### src/rtl/regfile_dbg_pkg.sv
// Shared types and default sizing for the register-file debug dump engine.
package regfile_dbg_pkg;

  typedef enum logic [1:0] {
    IDLE = 2'd0,
    READ = 2'd1,
    SEND = 2'd2,
    DONE = 2'd3
  } dump_state_t;

  localparam int REG_COUNT = 32;
  localparam int REG_W     = 64;
  localparam int REG_AW    = 5;
  localparam int XZR_IDX   = 31;

endpackage

### src/rtl/regfile_dump.sv
// Walks one regfile read port from X0 to X(N_REGS-1) and streams each value
// out as an (address, data) beat over a valid/ready handshake.
//
//   state | meaning
//   IDLE  | waiting for start; ra parked at 0
//   READ  | ra = idx, rd captured into out_data on the next edge
//   SEND  | beat presented, held until out_ready is sampled high
//   DONE  | one-cycle done pulse, then back to IDLE
module regfile_dump
  import regfile_dbg_pkg::*;
#(
  parameter int N_REGS = REG_COUNT,
  parameter int DATA_W = REG_W,
  parameter int ADDR_W = REG_AW
) (
  input  logic              clk,
  input  logic              reset,
  input  logic              start,
  output logic [ADDR_W-1:0] ra,
  input  logic [DATA_W-1:0] rd,
  output logic              out_valid,
  input  logic              out_ready,
  output logic [ADDR_W-1:0] out_addr,
  output logic [DATA_W-1:0] out_data,
  output logic              busy,
  output logic              done
);

  localparam logic [ADDR_W-1:0] LAST_IDX = ADDR_W'(N_REGS - 1);

  dump_state_t       state_q, state_d;
  logic [ADDR_W-1:0] idx_q, idx_d;
  logic [ADDR_W-1:0] ra_q, ra_d;
  logic [ADDR_W-1:0] out_addr_q, out_addr_d;
  logic [DATA_W-1:0] out_data_q, out_data_d;
  logic              out_valid_q, out_valid_d;
  logic              busy_q, busy_d;
  logic              done_q, done_d;

  always_comb begin
    state_d     = state_q;
    idx_d       = idx_q;
    ra_d        = ra_q;
    out_addr_d  = out_addr_q;
    out_data_d  = out_data_q;
    out_valid_d = out_valid_q;
    busy_d      = busy_q;
    done_d      = 1'b0;

    case (state_q)
      IDLE: begin
        ra_d        = '0;
        out_valid_d = 1'b0;
        if (start) begin
          idx_d   = '0;
          ra_d    = '0;
          busy_d  = 1'b1;
          state_d = READ;
        end
      end

      // rd is combinational from ra, so the value seen here is the pre-edge
      // contents: a write landing on this same edge is not reflected.
      READ: begin
        out_data_d  = rd;
        out_addr_d  = idx_q;
        out_valid_d = 1'b1;
        state_d     = SEND;
      end

      SEND: begin
        if (out_ready) begin
          out_valid_d = 1'b0;
          if (idx_q == LAST_IDX) begin
            ra_d    = '0;
            done_d  = 1'b1;
            state_d = DONE;
          end else begin
            idx_d   = idx_q + ADDR_W'(1);
            ra_d    = idx_q + ADDR_W'(1);
            state_d = READ;
          end
        end
      end

      DONE: begin
        busy_d  = 1'b0;
        state_d = IDLE;
      end

      default: begin
        state_d     = IDLE;
        idx_d       = '0;
        ra_d        = '0;
        out_valid_d = 1'b0;
        busy_d      = 1'b0;
      end
    endcase
  end

  always_ff @(posedge clk) begin
    if (reset) begin
      state_q     <= IDLE;
      idx_q       <= '0;
      ra_q        <= '0;
      out_addr_q  <= '0;
      out_data_q  <= '0;
      out_valid_q <= 1'b0;
      busy_q      <= 1'b0;
      done_q      <= 1'b0;
    end else begin
      state_q     <= state_d;
      idx_q       <= idx_d;
      ra_q        <= ra_d;
      out_addr_q  <= out_addr_d;
      out_data_q  <= out_data_d;
      out_valid_q <= out_valid_d;
      busy_q      <= busy_d;
      done_q      <= done_d;
    end
  end

  assign ra        = ra_q;
  assign out_addr  = out_addr_q;
  assign out_data  = out_data_q;
  assign out_valid = out_valid_q;
  assign busy      = busy_q;
  assign done      = done_q;

endmodule

### config.mk
export PLATFORM = sky130hd
export DESIGN_NAME = regfile_dump
export DESIGN_NICKNAME = d
export VERILOG_FILES = /design/src/rtl/regfile_dbg_pkg.sv /design/src/rtl/regfile_dump.sv
export SDC_FILE = /design/constraint.sdc
export NUM_CORES = 1
export LEC_CHECK = 0
export ABC_AREA = 1
export CORE_MARGIN = 10
export CORE_UTILIZATION = 65
export CTS_BUF_LIST = sky130_fd_sc_hd__clkbuf_8
export CTS_CLUSTER_DIAMETER = 60
export DETAILED_ROUTE_END_ITERATION = 6
export DONT_BUFFER_PORTS = 1
export HOLD_SLACK_MARGIN = 0.05
export PLACE_DENSITY_LB_ADDON = 0.15
export SYNTH_ARGS = -nofsm -noshare
export SYNTH_HDL_FRONTEND = slang
export SYNTH_SLANG_ARGS = --single-unit
### constraint.sdc
create_clock -name clk -period 1.65 [get_ports clk]
set_input_delay 0.33 -clock clk [delete_from_list [all_inputs] [get_ports clk]]
set_output_delay 0.33 -clock clk [all_outputs]
set_load 0.02 [all_outputs]
==> results of run 1 <==
==> sequential cells by signal (all words and copies together) (netlist names) <==
| signal | cells |
|---|---|
| busy | 1 |
| done | 1 |
| idx_q | 5 |
| out_addr | 5 |
| out_data | 64 |
| out_valid | 1 |
| ra | 5 |
| state_q | 2 |
==> synth_stat cells <==
| cell type | instances |
|---|---|
| buf_2 | 11 |
| inv_1 | 10 |
| nor3_1 | 1 |
| or2_2 | 1 |
| buf_6 | 1 |
| a21oi_2 | 1 |
| o21ai_1 | 11 |
| nand4_1 | 4 |
| ha_1 | 2 |
| clkbuf_1 | 7 |
| buf_4 | 1 |
| nand3_1 | 5 |
| dfxtp_1 | 84 |
| nand2_2 | 1 |
| buf_1 | 1 |
| a21oi_1 | 13 |
| nand2_1 | 20 |
| clkbuf_2 | 1 |
| a211oi_1 | 1 |
| o21ai_0 | 59 |
| inv_2 | 2 |
| nor2_1 | 143 |
==> worst max-delay path: cells and delay by family, from the launching register on <==
kind | cells | cell delay (ns)
flops | 1 | 0.41
fa+ha+maj | 2 | 0.42
compound gates | 2 | 0.24
simple gates | 4 | 0.38
==> worst max-delay path by stage <==
stage | endpoint | startpoint | slack (ns) | depth (start not counted)
detailed placement | idx_q[0] | idx_q[0] | 0.05 | 8
global placement | idx_q[3] | idx_q[0] | 0.13 | 8
finish | idx_q[0] | idx_q[1] | 0.12 | 8
global route | idx_q[0] | idx_q[1] | 0.01 | 8
CTS | idx_q[0] | idx_q[0] | 0.02 | 8
floorplan | idx_q[0] | idx_q[0] | 0.21 | 8
==> report_power, final <==
group | leakage, nW | internal (W) | switching (W) | total (W)
clock network | 0.111 | 0.000925 | 0.000679 | 0.00160
logic | 0.505 | 0.000199 | 0.000334 | 0.000533
registers | 0.690 | 0.00224 | 0.000409 | 0.00264
total | 1.31 | 0.00336 | 0.00142 | 0.00478
==> what timing repair did <==
action	in CTS	in global routing
endpoints found under the hold margin	9	0
endpoints found under the setup margin	0	7
hold buffers	2	0
resized for setup	0	4
==> per-stage QoR <==
stage / utilization [%] / setup WS, ns / power (W) / hold slack (ns) / std cells
2_1_floorplan: - / 0.215 / 0.00306 / 0.399 / 380
3_3_place_gp: 68.8 / 0.135 / 0.00319 / 0.401 / 417
3_5_place_dp: 68.8 / 0.0492 / 0.00322 / 0.403 / 417
4_1_cts: 74.4 / 0.0249 / 0.00480 / 0.0584 / 434
5_1_grt: 74.7 / 0.0112 / 0.00502 / 0.0397 / 434
6_report: 74.7 / 0.117 / 0.00478 / 0.0589 / 434
==> cell families (layout without fill, tap and decap cells) <==
kind of cell,Yosys count,after routing,share of synthesized area (%)
fa+ha+maj,2,2,0.842
flops,84,84,56.6
simple gates,175,175,22.9
buf+inv,34,36,5.18
compound gates,85,85,14.5
==> per-layer routing <==
metal / up-vias / GRT usage, % / part of all wire [%]
met5: - / 0 / 0
met4: 0 / 7.54 / 0.89
met3: 6 / 9.47 / 14
met2: 116 / 31.7 / 49
met1: 1086 / 21.1 / 36
li1: 1215 / - / -
==> cell type report <==
type / count / area, µm²
well taps: 52 / 65.1
flip-flops and latches: 84 / 1680
fillers: 351 / 1110
clock inverters: 4 / 72.6
repair buffers: 9 / 110
inverters: 12 / 45.0
multi-input cells: 262 / 1150
clock buffers: 11 / 151
==> flow_summary.json, run 1 <==
{
  "status": "completed",
  "path_clk_slew_ns": 0.08,
  "cts_sinks": 84,
  "clock_path_buffers": 2,
  "clk-insertion-delay-late_ns": 0.33,
  "critPathMaxStageDelay_ns": 0.41,
  "num_io_pins": 145,
  "cts_root_buf": "clkbuf_8",
  "area_growth_pct": 10.2,
  "dpl-instance-area_um2": 3020,
  "fin_setup_tns_ns": 0,
  "worstMarginPinSlew_ns": 0.444,
  "setup_violations": 0,
  "final_cell_mix": "143 x nor2_1, 83 x dfxtp_1, 59 x o21ai_0, 20 x nand2_1, 12 x a21oi_1",
  "crit_required_ns": 1.91,
  "reg2reg_from": "idx_q[1]",
  "layout-drive-gt1-share_pct": 8.12,
  "hp-class": "in -> reg",
  "grt_max_degree": 44,
  "synth_top_area_share_pct": 56.6,
  "wire_per_inst_um": 18.0,
  "timing.rr.end": "idx_q[0]",
  "core.rowCount": 24,
  "drtPass1Iterations": 4,
  "crit_top_cell": "nand2_1",
  "ys_warn_count": 0,
  "yosysTopAreaCell": "dfxtp_1",
  "fin_area_um2": 3270,
  "reg2reg_slack_ns": 0.12,
  "min_from": "reset",
  "grt_pass1_wl_mm": 11.9,
  "io_buffers": 0,
  "reg2reg_depth": 8,
  "slew_violations": 0,
  "fp.coreArea_um2": 4380,
  "path_max_fanout": 5,
  "remaining_drc_errors": 0,
  "ant_nets": 0,
  "crit_path_end_kind": "register",
  "cts_tree": "yes",
  "p_leak_nw": 1.31,
  "globalRouteTotalUtil_pct": 19.4,
  "fmax_mhz": 652,
  "finalNetCount": 448,
  "rsz0062_at_grt": "no",
  "diodes": 0,
  "cts_buffers": 9,
  "place_congestion": 0.868,
  "hold_viol": 0,
  "fin_crit_sh_pct": 92.9,
  "fp.dieH_um": 87.6,
  "htreeDepth": 3,
  "cp-start-kind": "register",
  "relSlewSlack_pct": 70.4,
  "hpwl_mm": 5.69,
  "syn-num-nets": 450,
  "avgSynthCellArea_um2": 7.82,
  "skew_ns": 0.00414,
  "first_iter_violations": 180,
  "die_w_um": 87.6,
  "layout_commonest_cell": "nor2_1",
  "syn_inst": 380,
  "vdd_ir_drop_max_mv": 0.778,
  "cts_setup_buffers": 0,
  "crit_type": "reg -> reg",
  "layout_min_cycle_time_ns": 1.53,
  "ys_types": 22,
  "routed_via_density": 5.58,
  "start_util_pct": 67.8,
  "min_to": "idx_q[0]",
  "whs_path_depth": 1,
  "ys_seq_area_share_pct": 56.6,
  "cap_violations": 0,
  "p_per_area_nw_per_um2": 1460,
  "drt-total-wl_mm": 7.83,
  "overflow": 0,
  "synth.area.top_cells": "dfxtp_1 57%, nor2_1 18%, o21ai_0 9.9%",
  "path_cells": "ha_1, nand2_1, nor2_1, ha_2, a21oi_2, nand3_2, nand2_1, a21oi_1",
  "netlist_area_um2": 2970,
  "first_global_vias": 2353,
  "cp_slowest_cell": "dfxtp_1",
  "dieArea_um2": 7680,
  "vias": 2423,
  "arrival_ns": 1.79,
  "ys_ff_latch": 84,
  "antenna_found_initial": 0
}
(Power assumes the default switching activity.)
==> run 2: changes to the inputs <==
- CTS_CLUSTER_DIAMETER: 60 -> not set
==> results of run 2 <==
No change in the layout: final DEF, timing and power equal those of run 1.
==> run 3: changes to the inputs <==
- GPL_TIMING_DRIVEN: not set -> 0
- PLACE_DENSITY: not set -> 0.8
- PLACE_DENSITY_LB_ADDON: 0.15 -> not set
- clock period: 1.65 -> 1.6 ns (I/O delays scaled with it)
==> run 3 against run 2 <==
Combinational power is 5.1% higher. Via count is 2.3% higher. Global-route usage is 0.053 points higher. Register-to-register slack hardly changed. Setup slack worse by 0.012 ns. Highest routed layer unchanged.
==> flow_summary.json, run 3 (synthesized netlist as in run 1, its figures left out) <==
{
  "num_io_pins": 145,
  "cap_violations": 0,
  "fin_util_pct": 75.6,
  "rsz0062_at_grt": "no",
  "ant_nets": 0,
  "p_per_area_nw_per_um2": 1480,
  "largest_reg_flops": 64,
  "p_comb_share_pct": 11.4,
  "min_from": "rd[30]",
  "p_leak_nw": 1.34,
  "critPathMaxStageDelay_ns": 0.35,
  "area_growth_pct": 11.6,
  "overflow": 0,
  "hpwl_mm": 5.78,
  "layout-drive-gt1-share_pct": 10.6,
  "layout_min_cycle_time_ns": 1.49,
  "path_max_fanout": 6,
  "cp-startpoint": "idx_q[0]",
  "cts_root_buf": "clkbuf_8",
  "antenna_found_initial": 1,
  "layout_commonest_cell": "nor2_1",
  "wire_per_inst_um": 17.9,
  "reg2reg_from": "idx_q[0]",
  "vdd_ir_drop_max_mv": 1.30,
  "first_iter_violations": 152,
  "fp.coreArea_um2": 4380,
  "hp-class": "in -> reg",
  "seqCellArea_um2": 1680,
  "dieArea_um2": 7680,
  "clock_path_buffers": 2,
  "grt_pass1_wl_mm": 11.7,
  "routed_via_density": 5.52,
  "reg2reg_depth": 8,
  "relSlewSlack_pct": 72.3,
  "clk-insertion-delay-late_ns": 0.35,
  "crit_required_ns": 1.83,
  "path_clk_slew_ns": 0.08,
  "p_sw_w": 0.00150,
  "pwr-share-clk_pct": 33.1,
  "finalNetCount": 462,
  "place_congestion": 0.836,
  "cts_setup_buffers": 0,
  "cts_buffers": 9,
  "cp-start-kind": "register",
  "crit_top_cell": "nand2_1",
  "die_w_um": 87.6,
  "cts_tree": "yes",
  "fmax_mhz": 669,
  "htreeDepth": 3,
  "status": "completed",
  "whs_path_depth": 2,
  "vias": 2479,
  "timing.hold.ws_ns": 0.113,
  "io_buffers": 0,
  "skew_ns": 0.00441,
  "arrival_ns": 1.72,
  "p_int_w": 0.00342,
  "crit_type": "reg -> reg",
  "cp_slowest_cell": "dfxtp_2",
  "crit_path_end_kind": "register",
  "cts_sinks": 84,
  "diodes": 0,
  "core.rowCount": 24,
  "fin_setup_tns_ns": 0,
  "worstMarginPinSlew_ns": 0.416,
  "fp.dieH_um": 87.6,
  "grt_max_degree": 14,
  "drt-total-wl_mm": 8.02,
  "multi_input_area_um2": 1190,
  "remaining_drc_errors": 0,
  "drtPass1Iterations": 4,
  "globalRouteTotalUtil_pct": 19.4,
  "path_cells": "ha_1, nand2_1, nor2_2, ha_4, a21oi_4, nand3_4, nand2_1, a21oi_2",
  "switching_share_pct": 30.5,
  "hold_viol": 0,
  "slew_violations": 0,
  "seq_power_share_pct": 55.5,
  "start_util_pct": 67.8,
  "final_cell_mix": "141 x nor2_1, 82 x dfxtp_1, 59 x o21ai_0, 20 x nand2_1",
  "fill_cells": 322,
  "fin_crit_sh_pct": 93.4,
  "setup_violations": 0,
  "first_global_vias": 2266
}
==> run 3: cell types whose count changed in the layout (fill, tap and decap cells not counted), moves of 2 or more <==
cell,delta
buf_12,-3
buf_2,+11
buf_4,-3
clkbuf_1,+7
clkinv_2,+2
nor2_1,-2
==> run 3: worst max-delay path, delay by kind of cell, from the launching register on <==
family,cells,cell delay (ns)
adders and majority gates,2,0.40
and+or+nand+nor,4,0.38
DFF,1,0.35
AOI/OAI and AO/OA,2,0.25
==> run 3: metrics by stage <==
step | instance area [µm²] | total power, W | setup slack (ns) | std cells
floorplan | 2970 | 0.00315 | 0.165 | 380
global placement | 3040 | 0.00329 | 0.0151 | 432
detailed placement | 3040 | 0.00332 | -0.0291 | 432
CTS | 3270 | 0.00491 | 0.0168 | 449
global route | 3320 | 0.00513 | 0.00692 | 449
finish | 3320 | 0.00492 | 0.105 | 449
==> run 3: final timing paths <==
| kind | endpoint | slack, ns |
|---|---|---|
| max | idx_q[4] | 0.11 |
| min | out_data[30] | 0.11 |
| max reg2reg | idx_q[4] | 0.11 |
| min reg2reg | idx_q[3] | 0.49 |
==> run 3: layout make-up <==
cell class              instances  share of cell area (%)
clock inverters                 6                    2.38
repair buffers                  1                   0.302
well taps                      52                    1.96
flip-flops and latches         84                    50.8
plain buffers                  22                    3.28
inverters                      12                    1.36
multi-input cells             262                    35.8
clock buffers                  10                    4.15
==> run 3: repair_timing <==
action                                  CTS  global route
endpoints found under the setup margin    5            10
hold buffers                              1             0
pin swaps                                 0             1
gates resized for setup                   2            10
hold endpoints to repair                  3             0
==> run 3: power by group through the flow <==
stage          clock [W]  combinational, W  sequential (W)
6_report         0.00163          0.000560         0.00273
3_3_place_gp           0          0.000515         0.00278
3_5_place_dp           0          0.000534         0.00278
2_1_floorplan          0          0.000442         0.00271
4_1_cts          0.00163          0.000546         0.00273
5_1_grt          0.00172          0.000649         0.00276
==> run 3: layer usage <==
| layer | wire length, µm | GRT usage [%] | part of all wire (%) |
|---|---|---|---|
| met4 | 91 | 7.54 | 1.1 |
| met3 | 1080 | 9.66 | 13 |
| met5 | 0 | 0 | 0 |
| met2 | 3810 | 31.4 | 47 |
| met1 | 3040 | 21.4 | 38 |
